$ cat config.mk
export PLATFORM = sky130hd
export DESIGN_NAME = sram_port_arbiter
export DESIGN_NICKNAME = d
export VERILOG_FILES = /design/src/rtl/sram_arb_pkg.sv /design/src/rtl/sram_wr_buf.sv /design/src/rtl/sram_port_arbiter.sv
export SDC_FILE = /design/constraint.sdc
export NUM_CORES = 1
export LEC_CHECK = 0
export BUFFER_PORTS_ARGS = -buffer_cell sky130_fd_sc_hd__buf_2
export CAP_MARGIN = 20
export CORE_ASPECT_RATIO = 1.1
export CORE_UTILIZATION = 40
export CTS_BUF_LIST = sky130_fd_sc_hd__clkbuf_8
export CTS_CLUSTER_DIAMETER = 200
export DETAILED_ROUTE_END_ITERATION = 8
export MAX_ROUTING_LAYER = met4
export PLACE_DENSITY_LB_ADDON = 0.1
export SLEW_MARGIN = 20
export SYNTH_ARGS = -nofsm -noshare
export SYNTH_HDL_FRONTEND = slang
export SYNTH_HIERARCHICAL = 1
export SYNTH_SLANG_ARGS = --single-unit
$ cat constraint.sdc
create_clock -name clk_i -period 2.9 [get_ports clk_i]
set_input_delay 0.58 -clock clk_i [delete_from_list [all_inputs] [get_ports clk_i]]
set_output_delay 0.58 -clock clk_i [all_outputs]
set_load 0.1 [all_outputs]
$ cat src/rtl/sram_arb_pkg.sv
// Shared types for the SRAM port arbiter: one-hot FSM encoding, grant enum,
// counter widths and the byte-lane selector used when serialising a word.
package sram_arb_pkg;

    localparam int unsigned STATE_W = 7;
    localparam int unsigned IDX_W   = 2;
    localparam int unsigned CNT_W   = 4;
    localparam int unsigned WORD_W  = 32;
    localparam int unsigned BYTE_W  = 8;

    typedef enum logic [STATE_W-1:0] {
        S_IDLE    = 7'b000_0001,
        S_W_SETUP = 7'b000_0010,
        S_W_PULSE = 7'b000_0100,
        S_W_HOLD  = 7'b000_1000,
        S_R_SETUP = 7'b001_0000,
        S_R_PULSE = 7'b010_0000,
        S_R_HOLD  = 7'b100_0000
    } state_t;

    typedef enum logic {
        GNT_RD = 1'b0,
        GNT_WR = 1'b1
    } grant_t;

    // Little-endian byte lane of a word.
    function automatic logic [BYTE_W-1:0] byte_sel(input logic [WORD_W-1:0] word,
                                                   input logic [IDX_W-1:0]  idx);
        return word[{idx, 3'b000} +: BYTE_W];
    endfunction

endpackage

$ cat src/rtl/sram_wr_buf.sv
// One-entry buffer for sampler words, with a sticky overflow flag for
// requests that arrive while the entry is still occupied.
module sram_wr_buf
    import sram_arb_pkg::*;
#(
    parameter int unsigned AW = 20
) (
    input  logic              clk_i,
    input  logic              rst_i,
    input  logic              wr_req_i,
    input  logic [AW-1:0]     wr_addr_i,
    input  logic [WORD_W-1:0] wr_data_i,
    input  logic              ovf_clr_i,
    input  logic              release_i,
    output logic              wr_ready_o,
    output logic              wr_ovf_o,
    output logic [AW-1:0]     buf_addr_o,
    output logic [WORD_W-1:0] buf_data_o
);

    logic              ready_d, ready_q;
    logic              ovf_d, ovf_q;
    logic [AW-1:0]     addr_d, addr_q;
    logic [WORD_W-1:0] data_d, data_q;

    // Accept only against the registered ready; an overflow beats a clear.
    always_comb begin
        ready_d = ready_q;
        ovf_d   = ovf_q;
        addr_d  = addr_q;
        data_d  = data_q;
        if (release_i) begin
            ready_d = 1'b1;
        end
        if (ovf_clr_i) begin
            ovf_d = 1'b0;
        end
        if (wr_req_i) begin
            if (ready_q) begin
                ready_d = 1'b0;
                addr_d  = wr_addr_i;
                data_d  = wr_data_i;
            end else begin
                ovf_d = 1'b1;
            end
        end
    end

    always_ff @(posedge clk_i) begin
        if (rst_i) begin
            ready_q <= 1'b1;
            ovf_q   <= 1'b0;
            addr_q  <= '0;
            data_q  <= '0;
        end else begin
            ready_q <= ready_d;
            ovf_q   <= ovf_d;
            addr_q  <= addr_d;
            data_q  <= data_d;
        end
    end

    assign wr_ready_o = ready_q;
    assign wr_ovf_o   = ovf_q;
    assign buf_addr_o = addr_q;
    assign buf_data_o = data_q;

endmodule

$ cat src/rtl/sram_port_arbiter.sv
// Shares one 8-bit asynchronous SRAM between sampler word writes (split into
// four byte writes) and MCU byte reads, generating all strobes from registers.
module sram_port_arbiter
    import sram_arb_pkg::*;
#(
    parameter int unsigned WR_PULSE = 1,
    parameter int unsigned RD_PULSE = 2,
    parameter int unsigned AW       = 20
) (
    input  logic              clk_i,
    input  logic              rst_i,
    input  logic              wr_req_i,
    input  logic [AW-1:0]     wr_addr_i,
    input  logic [WORD_W-1:0] wr_data_i,
    output logic              wr_ready_o,
    output logic              wr_ovf_o,
    input  logic              ovf_clr_i,
    input  logic              rd_req_i,
    input  logic [AW-1:0]     rd_addr_i,
    output logic              rd_busy_o,
    output logic              rd_valid_o,
    output logic [BYTE_W-1:0] rd_data_o,
    output logic [AW-1:0]     ram_addr_o,
    output logic              ram_nwr_o,
    output logic              ram_nrd_o,
    output logic [BYTE_W-1:0] ram_dq_out_o,
    output logic              ram_dq_oe_o,
    input  logic [BYTE_W-1:0] ram_dq_in_i
);

    localparam logic [CNT_W-1:0] WR_LAST  = CNT_W'(WR_PULSE - 1);
    localparam logic [CNT_W-1:0] RD_LAST  = CNT_W'(RD_PULSE - 1);
    localparam logic [IDX_W-1:0] IDX_LAST = IDX_W'(3);

    state_t            state_q;
    grant_t            grant_q;
    logic [IDX_W-1:0]  idx_q;
    logic [CNT_W-1:0]  cnt_q;
    logic              rd_busy_q;
    logic [AW-1:0]     rd_addr_q;
    logic              rd_valid_q;
    logic [BYTE_W-1:0] rd_data_q;
    logic [AW-1:0]     ram_addr_q;
    logic              ram_nwr_q;
    logic              ram_nrd_q;
    logic [BYTE_W-1:0] ram_dq_out_q;
    logic              ram_dq_oe_q;

    logic              wr_done_c;
    logic              wr_pend_c;
    logic [IDX_W-1:0]  idx_next_c;
    logic [AW-1:0]     buf_addr;
    logic [WORD_W-1:0] buf_data;

    assign wr_done_c  = (state_q == S_W_HOLD) && (idx_q == IDX_LAST);
    assign wr_pend_c  = ~wr_ready_o;
    assign idx_next_c = idx_q + IDX_W'(1);

    sram_wr_buf #(
        .AW(AW)
    ) u_wr_buf (
        .clk_i      (clk_i),
        .rst_i      (rst_i),
        .wr_req_i   (wr_req_i),
        .wr_addr_i  (wr_addr_i),
        .wr_data_i  (wr_data_i),
        .ovf_clr_i  (ovf_clr_i),
        .release_i  (wr_done_c),
        .wr_ready_o (wr_ready_o),
        .wr_ovf_o   (wr_ovf_o),
        .buf_addr_o (buf_addr),
        .buf_data_o (buf_data)
    );

    always_ff @(posedge clk_i) begin
        if (rst_i) begin
            state_q      <= S_IDLE;
            grant_q      <= GNT_RD;
            idx_q        <= '0;
            cnt_q        <= '0;
            rd_busy_q    <= 1'b0;
            rd_addr_q    <= '0;
            rd_valid_q   <= 1'b0;
            rd_data_q    <= '0;
            ram_addr_q   <= '0;
            ram_nwr_q    <= 1'b1;
            ram_nrd_q    <= 1'b1;
            ram_dq_out_q <= '0;
            ram_dq_oe_q  <= 1'b0;
        end else begin
            rd_valid_q <= 1'b0;
            if (rd_req_i && !rd_busy_q) begin
                rd_busy_q <= 1'b1;
                rd_addr_q <= rd_addr_i;
            end
            case (state_q)
                // Round-robin between the two requesters when both wait.
                S_IDLE: begin
                    if (wr_pend_c && (!rd_busy_q || grant_q == GNT_RD)) begin
                        state_q      <= S_W_SETUP;
                        idx_q        <= '0;
                        ram_addr_q   <= buf_addr;
                        ram_dq_out_q <= byte_sel(buf_data, IDX_W'(0));
                        ram_dq_oe_q  <= 1'b1;
                    end else if (rd_busy_q) begin
                        state_q     <= S_R_SETUP;
                        ram_addr_q  <= rd_addr_q;
                        ram_dq_oe_q <= 1'b0;
                    end
                end
                S_W_SETUP: begin
                    state_q   <= S_W_PULSE;
                    ram_nwr_q <= 1'b0;
                    cnt_q     <= '0;
                end
                S_W_PULSE: begin
                    if (cnt_q == WR_LAST) begin
                        state_q   <= S_W_HOLD;
                        ram_nwr_q <= 1'b1;
                    end else begin
                        cnt_q <= cnt_q + CNT_W'(1);
                    end
                end
                // Address wraps modulo 2^AW across the word's bytes.
                S_W_HOLD: begin
                    if (idx_q == IDX_LAST) begin
                        state_q     <= S_IDLE;
                        ram_dq_oe_q <= 1'b0;
                        grant_q     <= GNT_WR;
                    end else begin
                        state_q      <= S_W_SETUP;
                        idx_q        <= idx_next_c;
                        ram_addr_q   <= buf_addr + AW'(idx_next_c);
                        ram_dq_out_q <= byte_sel(buf_data, idx_next_c);
                    end
                end
                S_R_SETUP: begin
                    state_q   <= S_R_PULSE;
                    ram_nrd_q <= 1'b0;
                    cnt_q     <= '0;
                end
                S_R_PULSE: begin
                    if (cnt_q == RD_LAST) begin
                        state_q    <= S_R_HOLD;
                        ram_nrd_q  <= 1'b1;
                        rd_data_q  <= ram_dq_in_i;
                        rd_valid_q <= 1'b1;
                        rd_busy_q  <= 1'b0;
                    end else begin
                        cnt_q <= cnt_q + CNT_W'(1);
                    end
                end
                S_R_HOLD: begin
                    state_q <= S_IDLE;
                    grant_q <= GNT_RD;
                end
                default: begin
                    state_q     <= S_IDLE;
                    ram_nwr_q   <= 1'b1;
                    ram_nrd_q   <= 1'b1;
                    ram_dq_oe_q <= 1'b0;
                end
            endcase
        end
    end

    assign rd_busy_o    = rd_busy_q;
    assign rd_valid_o   = rd_valid_q;
    assign rd_data_o    = rd_data_q;
    assign ram_addr_o   = ram_addr_q;
    assign ram_nwr_o    = ram_nwr_q;
    assign ram_nrd_o    = ram_nrd_q;
    assign ram_dq_out_o = ram_dq_out_q;
    assign ram_dq_oe_o  = ram_dq_oe_q;

endmodule

== After elaboration in Yosys (flattened, before gate mapping) ==
Cells that the tools add are included.

* Flip-flop bits (word level): 129
* Latch bits: 0
* Memory bits (writable): 0
* Bits in read-only memories: 0
* Bits of input ports: 85
* Output and inout port bits: 43
* Logic and storage cells: 107
* Memories kept: 0

* $add $sub $neg: 3
* Multiply operators: 0
* Div/mod/pow operators: 0
* Magnitude comparators: 0
* Equality and inequality tests: 17
* Shifts and indexed selects: 1
* Mux-type cells: 39
* Bitwise logic cells: 6
* Reductions and logical operators: 24

{| class="wikitable"
|+ Operators with widths
! cell !! number
|-
| two-way mux 20 bit || 3
|-
| case mux 7 bit (6 select lines) || 1
|-
| case mux 20 bit (2 select lines) || 1
|-
| variable part select 32 x 6 -> 8 bit || 1
|-
| two-way mux 7 bit || 4
|-
| adder 20 x 2 -> 20 bit || 1
|-
| two-way mux 1 bit || 16
|-
| two-way mux 8 bit || 2
|-
| case mux 8 bit (2 select lines) || 1
|-
| AND reduction 3 bit || 5
|-
| OR reduction 5 bit || 3
|-
| != test 2 bit, second input constant || 6
|-
| case mux 4 bit (3 select lines) || 1
|-
| AND reduction 2 bit || 5
|-
| case mux 1 bit (3 select lines) || 3
|-
| two-way mux 4 bit || 2
|-
| == test 7 x 1 -> 1 bit, second input constant || 1
|-
| == test 7 x 2 -> 1 bit, second input constant || 1
|-
| == test 7 x 3 -> 1 bit, second input constant || 1
|-
| == test 7 x 4 -> 1 bit, second input constant || 1
|-
| == test 7 x 5 -> 1 bit, second input constant || 1
|-
| == test 7 x 6 -> 1 bit, second input constant || 1
|-
| == test 7 bit, second input constant || 1
|-
| two-way mux 2 bit || 3
|-
| 16 further kinds || 25
|}

== Longest topological paths before layout ==
* Word-level depth: 5
* Gate-level depth with buffers: 11
* Mapped depth without buffers: 9

== Cells and area by module ==
Netlist, hierarchy kept.

{| class="wikitable"
|+ Modules (own cells, without submodules)
! module !! instances !! cells each !! area each (um^2) !! seq. area each (um^2)
|-
| sram_port_arbiter || 1 || 499 || 3876.2 || 1501.4
|-
| sram_wr_buf || 1 || 246 || 2965.3 || 1081.0
|}

== Worst setup path after synthesis ==
No wires, ideal clock.

* Kind: reg2reg
* Start point: reg idx_q[0]
* End point: reg ram_addr_q[16] (netlist: ram_addr_o[16])
* Setup time: 0.134 ns
* Data arrival time: 2.320 ns
* Data required time: 2.766 ns
* Slack: 0.446 ns
* Cell stages (with the launch flop): 11
* Path buffers: 2
* Period minus slack after synthesis: 2.454 ns
* Path through: dfxtp_1 > clkbuf_1 > clkbuf_1 > inv_1 > ha_1 > fa_1 > and4_1 > and3_1 > a211o_1 > o2111ai_1 > a21oi_1

* Longest elaborated chain between the ends: 4
* Elaborated cells between the ends (all ways): 7
* Classes of those cells: 2 x add/sub; 2 x eq/ne; 2 x mux; 1 x reduce/logical

{| class="wikitable"
|+ Ends and longest elaborated chain
! element !! RTL line !! source
|-
| start, declared || sram_port_arbiter.sv:37 || <nowiki>logic [IDX_W-1:0] idx_q;</nowiki>
|-
| start signal, assigned || sram_port_arbiter.sv:132 || <nowiki>idx_q <= idx_next_c;</nowiki>
|-
| adder 2 x 1 -> 2 bit || sram_port_arbiter.sv:57 || <nowiki>assign idx_next_c = idx_q + IDX_W'(1);</nowiki>
|-
| adder 20 x 2 -> 20 bit || sram_port_arbiter.sv:133 || <nowiki>ram_addr_q <= buf_addr + AW'(idx_next_c);</nowiki>
|-
| two-way mux 20 bit || sram_port_arbiter.sv:126 || <nowiki>if (idx_q == IDX_LAST) begin</nowiki>
|-
| case mux 20 bit (2 select lines) || sram_port_arbiter.sv:96 || <nowiki>case (state_q)</nowiki>
|-
| end signal, assigned || sram_port_arbiter.sv:102 || <nowiki>ram_addr_q <= buf_addr;</nowiki>
|-
| end signal, assigned || sram_port_arbiter.sv:107 || <nowiki>ram_addr_q <= rd_addr_q;</nowiki>
|-
| end signal, assigned || sram_port_arbiter.sv:133 ||
|-
| end, declared || sram_port_arbiter.sv:43 || <nowiki>logic [AW-1:0] ram_addr_q;</nowiki>
|}

Parallel ways exist; a longest one is shown, timed or not. The select of a mux whose other input is x is not followed.
A chain may end at the register's enable or synchronous reset.

== Worst setup path after layout ==
* Start point: reg state_q[2]
* End point: reg ram_dq_out_q[4] (netlist: ram_dq_out_o[4])

* Longest elaborated chain between the ends: 3
* Elaborated cells between the ends (all ways): 7
* Classes of those cells: 4 x eq/ne; 1 x mux; 2 x reduce/logical

{| class="wikitable"
|+ Ends and longest elaborated chain
! element !! RTL line !! source
|-
| start, declared || sram_port_arbiter.sv:35 || <nowiki>state_t state_q;</nowiki>
|-
| start signal, assigned || sram_port_arbiter.sv:77 || <nowiki>state_q <= S_IDLE;</nowiki>
|-
| start signal, assigned || sram_port_arbiter.sv:100 || <nowiki>state_q <= S_W_SETUP;</nowiki>
|-
| start signal, assigned || sram_port_arbiter.sv:106 || <nowiki>state_q <= S_R_SETUP;</nowiki>
|-
| == test 7 x 1 -> 1 bit or == test 7 x 4 -> 1 bit (tied branches) || sram_port_arbiter.sv:96 ||
|-
| != test 2 bit (no line) or nonzero test 2 bit (tied branches) || -- ||
|-
| AND reduction 3 bit (no line) || -- ||
|-
| end signal, assigned || sram_port_arbiter.sv:103 || <nowiki>ram_dq_out_q <= byte_sel(buf_data, IDX_W'(0));</nowiki>
|-
| end signal, assigned || sram_port_arbiter.sv:134 || <nowiki>ram_dq_out_q <= byte_sel(buf_data, idx_next_c);</nowiki>
|-
| end, declared || sram_port_arbiter.sv:46 || <nowiki>logic [BYTE_W-1:0] ram_dq_out_q;</nowiki>
|}

Parallel ways exist; a longest one is shown, timed or not.

==> impl_metrics.sql <==
INSERT INTO impl_metrics (metric_group, metric, value, unit) VALUES
('status', 'outcome', 'finished, final reports clean', ''),
('placement', 'hpwlAfterDp', '12.69', 'mm'),
('setup_path', 'worstSetupPathType', 'flop to flop', ''),
('route', 'via_per_inst', '5.399', ''),
('setup_path', 'critical_path_buf_inv_count', '1', ''),
('route', 'drt_first_iter_violations', '374', ''),
('timing', 'period_minus_slack', '2.447', 'ns'),
('route', 'drt_pass1_iterations', '4', ''),
('timing', 'grt_setup_unrepaired', 'no', ''),
('clocking', 'cts_htree_levels', '4', ''),
('power_and_ir_drop', 'cellPowerDensity', '599.6', 'nW/um^2'),
('yosys', 'synth_warnings', '6', ''),
('placement', 'dp_cells', '1031', ''),
('global_route', 'largest_net_degree_at_the_start_of_global_routing', '87', ''),
('setup_path', 'path_delay_family', 'simple AND/OR/NAND/NOR gates', ''),
('yosys', 'synth_enable_flop_cells', '0', ''),
('yosys', 'synthCells', '745', ''),
('route', 'routedWlPerCell', '17.02', 'um'),
('route', 'detail_route.wirelength', '18.09', 'mm'),
('timing', 'setup_violations', '0', ''),
('clocking', 'worstSkewPairLatency', '0.45', 'ns'),
('route', 'vias', '5739', ''),
('yosys', 'synth_largest_type_area_fraction', '37.75', '%'),
('flow_run', 'timing.max_cap.violations', '0', ''),
('timing', 'setup_ws', '0.4527', 'ns'),
('timing', 'maxClockFrequency', '408.6', 'MHz'),
('timing', 'finalMaxSlewViolations', '0', ''),
('setup_path', 'slowest_delay', '0.63', 'ns'),
('setup_path', 'crit_path_top_delay_cell', 'sky130_fd_sc_hd__or4b_4', ''),
('setup_path', 'crit_required', '3.29', 'ns'),
('clocking', 'clockBufferDepth', '2', ''),
('floorplanning', 'start_util', '41.33', '%'),
('placement', 'buffer_ports.inserted', '127', ''),
('yosys', 'synth.yosys.seq_area_share', '37.75', '%'),
('timing', 'final_min_period_over_clock_period', '84.39', '%'),
('timing', 'clock-skew-final', '0.01188', 'ns'),
('yosys', 'post_synth.cell_area_avg', '9.183', 'um^2'),
('yosys', 'synth.area.top_cells', 'sky130_fd_sc_hd__dfxtp_1 (38%), sky130_fd_sc_hd__nand3_2 (7.3%), sky130_fd_sc_hd__a21bo_1 (7.2%), sky130_fd_sc_hd__a21oi_2 (6.8%), sky130_fd_sc_hd__nand2_1 (4.7%)', ''),
('setup_path', 'critical_path_source_type', 'flop', ''),
('global_route', 'globalRoute.totalOverflow', '0', ''),
('clocking', 'cts_num_sinks', '129', ''),
('layout', 'areaGrowthSynthToFinish', '14.65', '%'),
('power_and_ir_drop', 'static-leakage-power', '3.035', 'nW'),
('route', 'drt_drc_violations_left', '0', ''),
('min_path', 'worst_hold_path_type', 'primary input to flop', ''),
('timing', 'final_hold_viol_count', '0', ''),
('setup_path', 'cp-end-kind', 'flop', ''),
('setup_path', 'critical_path_arrival', '2.83', 'ns'),
('clocking', 'clk_transition_reported_paths', '0.08', 'ns'),
('floorplanning', 'core_region_area', '16550', 'um^2'),
('setup_path', 'worstPathCellList', 'or4b_4 -> nor2_4 -> nor2_1 -> a2111oi_0 -> buf_4 -> a21oi_1 -> nor2_1', ''),
('route', 'ant_nets', '0', ''),
('placement', 'dpl_worst_slack', '0.4710', 'ns'),
('setup_path', 'critical-path-top-cell-by-count', 'sky130_fd_sc_hd__nor2_1', ''),
('floorplanning', 'io-pin-count', '128', ''),
('layout', 'mostFrequentLayoutCells', 'sky130_fd_sc_hd__dfxtp_1 (128), sky130_fd_sc_hd__buf_2 (125), sky130_fd_sc_hd__nand2_1 (85), sky130_fd_sc_hd__a21oi_1 (59), sky130_fd_sc_hd__nor2_1 (57)', ''),
('layout', 'layout-drive-gt1-share', '34.23', '%'),
('yosys', 'synth_fp_nets', '837', ''),
('yosys', 'synth.largest_area_cell', 'sky130_fd_sc_hd__dfxtp_1', ''),
('yosys', 'synth.lib_cells_used.distinct', '71', ''),
('clocking', 'post_cts.repair.setup_buffers', '0', ''),
('floorplanning', 'die-area', '17630', 'um^2'),
('clocking', 'cts-resized-gates', '0', ''),
('global_route', 'initial_antenna_violation_count', '0', ''),
('floorplanning', 'core.rowCount', '49', ''),
('power_and_ir_drop', 'post-layout-total-power', '4.703', 'mW'),
('global_route', 'grt_pass1_vias', '5535', ''),
('global_route', 'grt.total_usage', '21.62', '%'),
('timing', 'worst-slew-pin-transition', '1.067', 'ns'),
('timing', 'totalNegativeSetupSlack', '0', 'ns'),
('setup_path', 'worstPathMaxFanout', '18', '');
## flip-flops by register name, summed over array words and instances, names as in the netlist, 2 cells and up
| name | cells |
|---|---|
| cnt_q | 4 |
| idx_q | 2 |
| ram_addr_o | 20 |
| ram_dq_out_o | 8 |
| rd_addr_q | 20 |
| rd_data_o | 8 |
| state_q | 7 |
| u_wr_buf/buf_addr_o | 20 |
| u_wr_buf/buf_data_o | 32 |
## per-stage QoR
stage | area, um^2 | hold slack (ns)
final | 7844 | 0.3596
after global routing | 7844 | 0.3438
after CTS | 7841 | 0.3304
after detailed placement | 7378 | 0.4465
after global placement | 7378 | 0.4404
after floorplan | 6842 | 0.4332
## per-layer routing
layer	GRT usage [%]	wire [um]	vias to the layer above
li1	-	-	2877
met1	27.53	8540	2699
met2	34.20	8483	135
met3	3.549	648	28
met4	8.459	422	0
met5	-	0	-
## Yosys cell counts, types with 3 or more instances
master                      instances
sky130_fd_sc_hd__o21ai_0           11
sky130_fd_sc_hd__nor3b_1            3
sky130_fd_sc_hd__buf_12            10
sky130_fd_sc_hd__a21oi_2           53
sky130_fd_sc_hd__nand2_1           85
sky130_fd_sc_hd__and3_1             4
sky130_fd_sc_hd__mux2i_1            4
sky130_fd_sc_hd__nand3_2           50
sky130_fd_sc_hd__o211ai_1           5
sky130_fd_sc_hd__a311oi_1           5
sky130_fd_sc_hd__nor2_1            57
sky130_fd_sc_hd__or3_1              4
sky130_fd_sc_hd__o22ai_1            9
sky130_fd_sc_hd__buf_6              4
sky130_fd_sc_hd__a21o_1             3
sky130_fd_sc_hd__a21bo_1           49
sky130_fd_sc_hd__nand2b_1          14
sky130_fd_sc_hd__a211oi_1           6
sky130_fd_sc_hd__buf_2             15
sky130_fd_sc_hd__a2111oi_0         16
sky130_fd_sc_hd__clkbuf_1          26
sky130_fd_sc_hd__xnor2_1            4
sky130_fd_sc_hd__a21oi_1           59
sky130_fd_sc_hd__dfxtp_1          129
sky130_fd_sc_hd__nand4_1            9
sky130_fd_sc_hd__nor2b_1           11
sky130_fd_sc_hd__nor4b_1            3
sky130_fd_sc_hd__ha_1               6
sky130_fd_sc_hd__nand3_1           14
sky130_fd_sc_hd__buf_4              7
sky130_fd_sc_hd__inv_1              9
sky130_fd_sc_hd__nor3_1            10
sky130_fd_sc_hd__o21bai_1           3
sky130_fd_sc_hd__a21bo_2            3
## worst register-to-register path, delay by kind of cell, from the launching register on
kind | cells | cell delay, ns
AO/OA/AOI/OAI | 2 | 0.62
buffers and inverters | 1 | 0.21
flip-flops | 1 | 0.38
AND/OR/NAND/NOR | 4 | 1.20
## cell families after synthesis
family | Yosys count | share of synthesized area [%]
AND/OR/NAND/NOR | 283 | 23.96
AO/OA/AOI/OAI | 242 | 27.43
flip-flops | 129 | 37.75
buffers and inverters | 74 | 8.120
adder cells (fa/ha/maj) | 7 | 1.390
XOR/XNOR | 6 | 0.7681
multiplexers | 4 | 0.5852
## report_power, final
part | switching (mW) | internal, mW | total [mW] | leakage (nW)
clock | 0.713 | 1.08 | 1.79 | 0.237
sequential | 0.105 | 1.88 | 1.98 | 1.05
combinational | 0.648 | 0.279 | 0.927 | 1.74
total | 1.47 | 3.24 | 4.70 | 3.04
## area by class of cell
| type | instances | area, um^2 |
|---|---|---|
| Fill cell | 1633 | 8710 |
| Multi-Input combinational cell | 542 | 3706 |
| Sequential cell | 129 | 2586 |
| Timing Repair Buffer | 146 | 795.8 |
| Clock buffer | 20 | 275.3 |
| Tap cell | 204 | 255.2 |
| Clock inverter | 12 | 187.7 |
| Inverter | 10 | 37.54 |
## final timing paths
kind	from	endpoint	slack (ns)	cells after the start
min reg2reg	rd_data_o[3]$_SDFFE_PP0N_	rd_data_o[3]$_SDFFE_PP0N_	0.46	2
max	state_q[2]$_SDFFE_PP0P_	ram_dq_out_o[4]$_SDFFE_PP0P_	0.45	7
min	wr_data_i[10]	u_wr_buf/buf_data_o[10]$_SDFFE_PP0P_	0.36	3
max reg2reg	state_q[2]$_SDFFE_PP0P_	ram_dq_out_o[4]$_SDFFE_PP0P_	0.45	7
(Power assumes the default switching activity.)
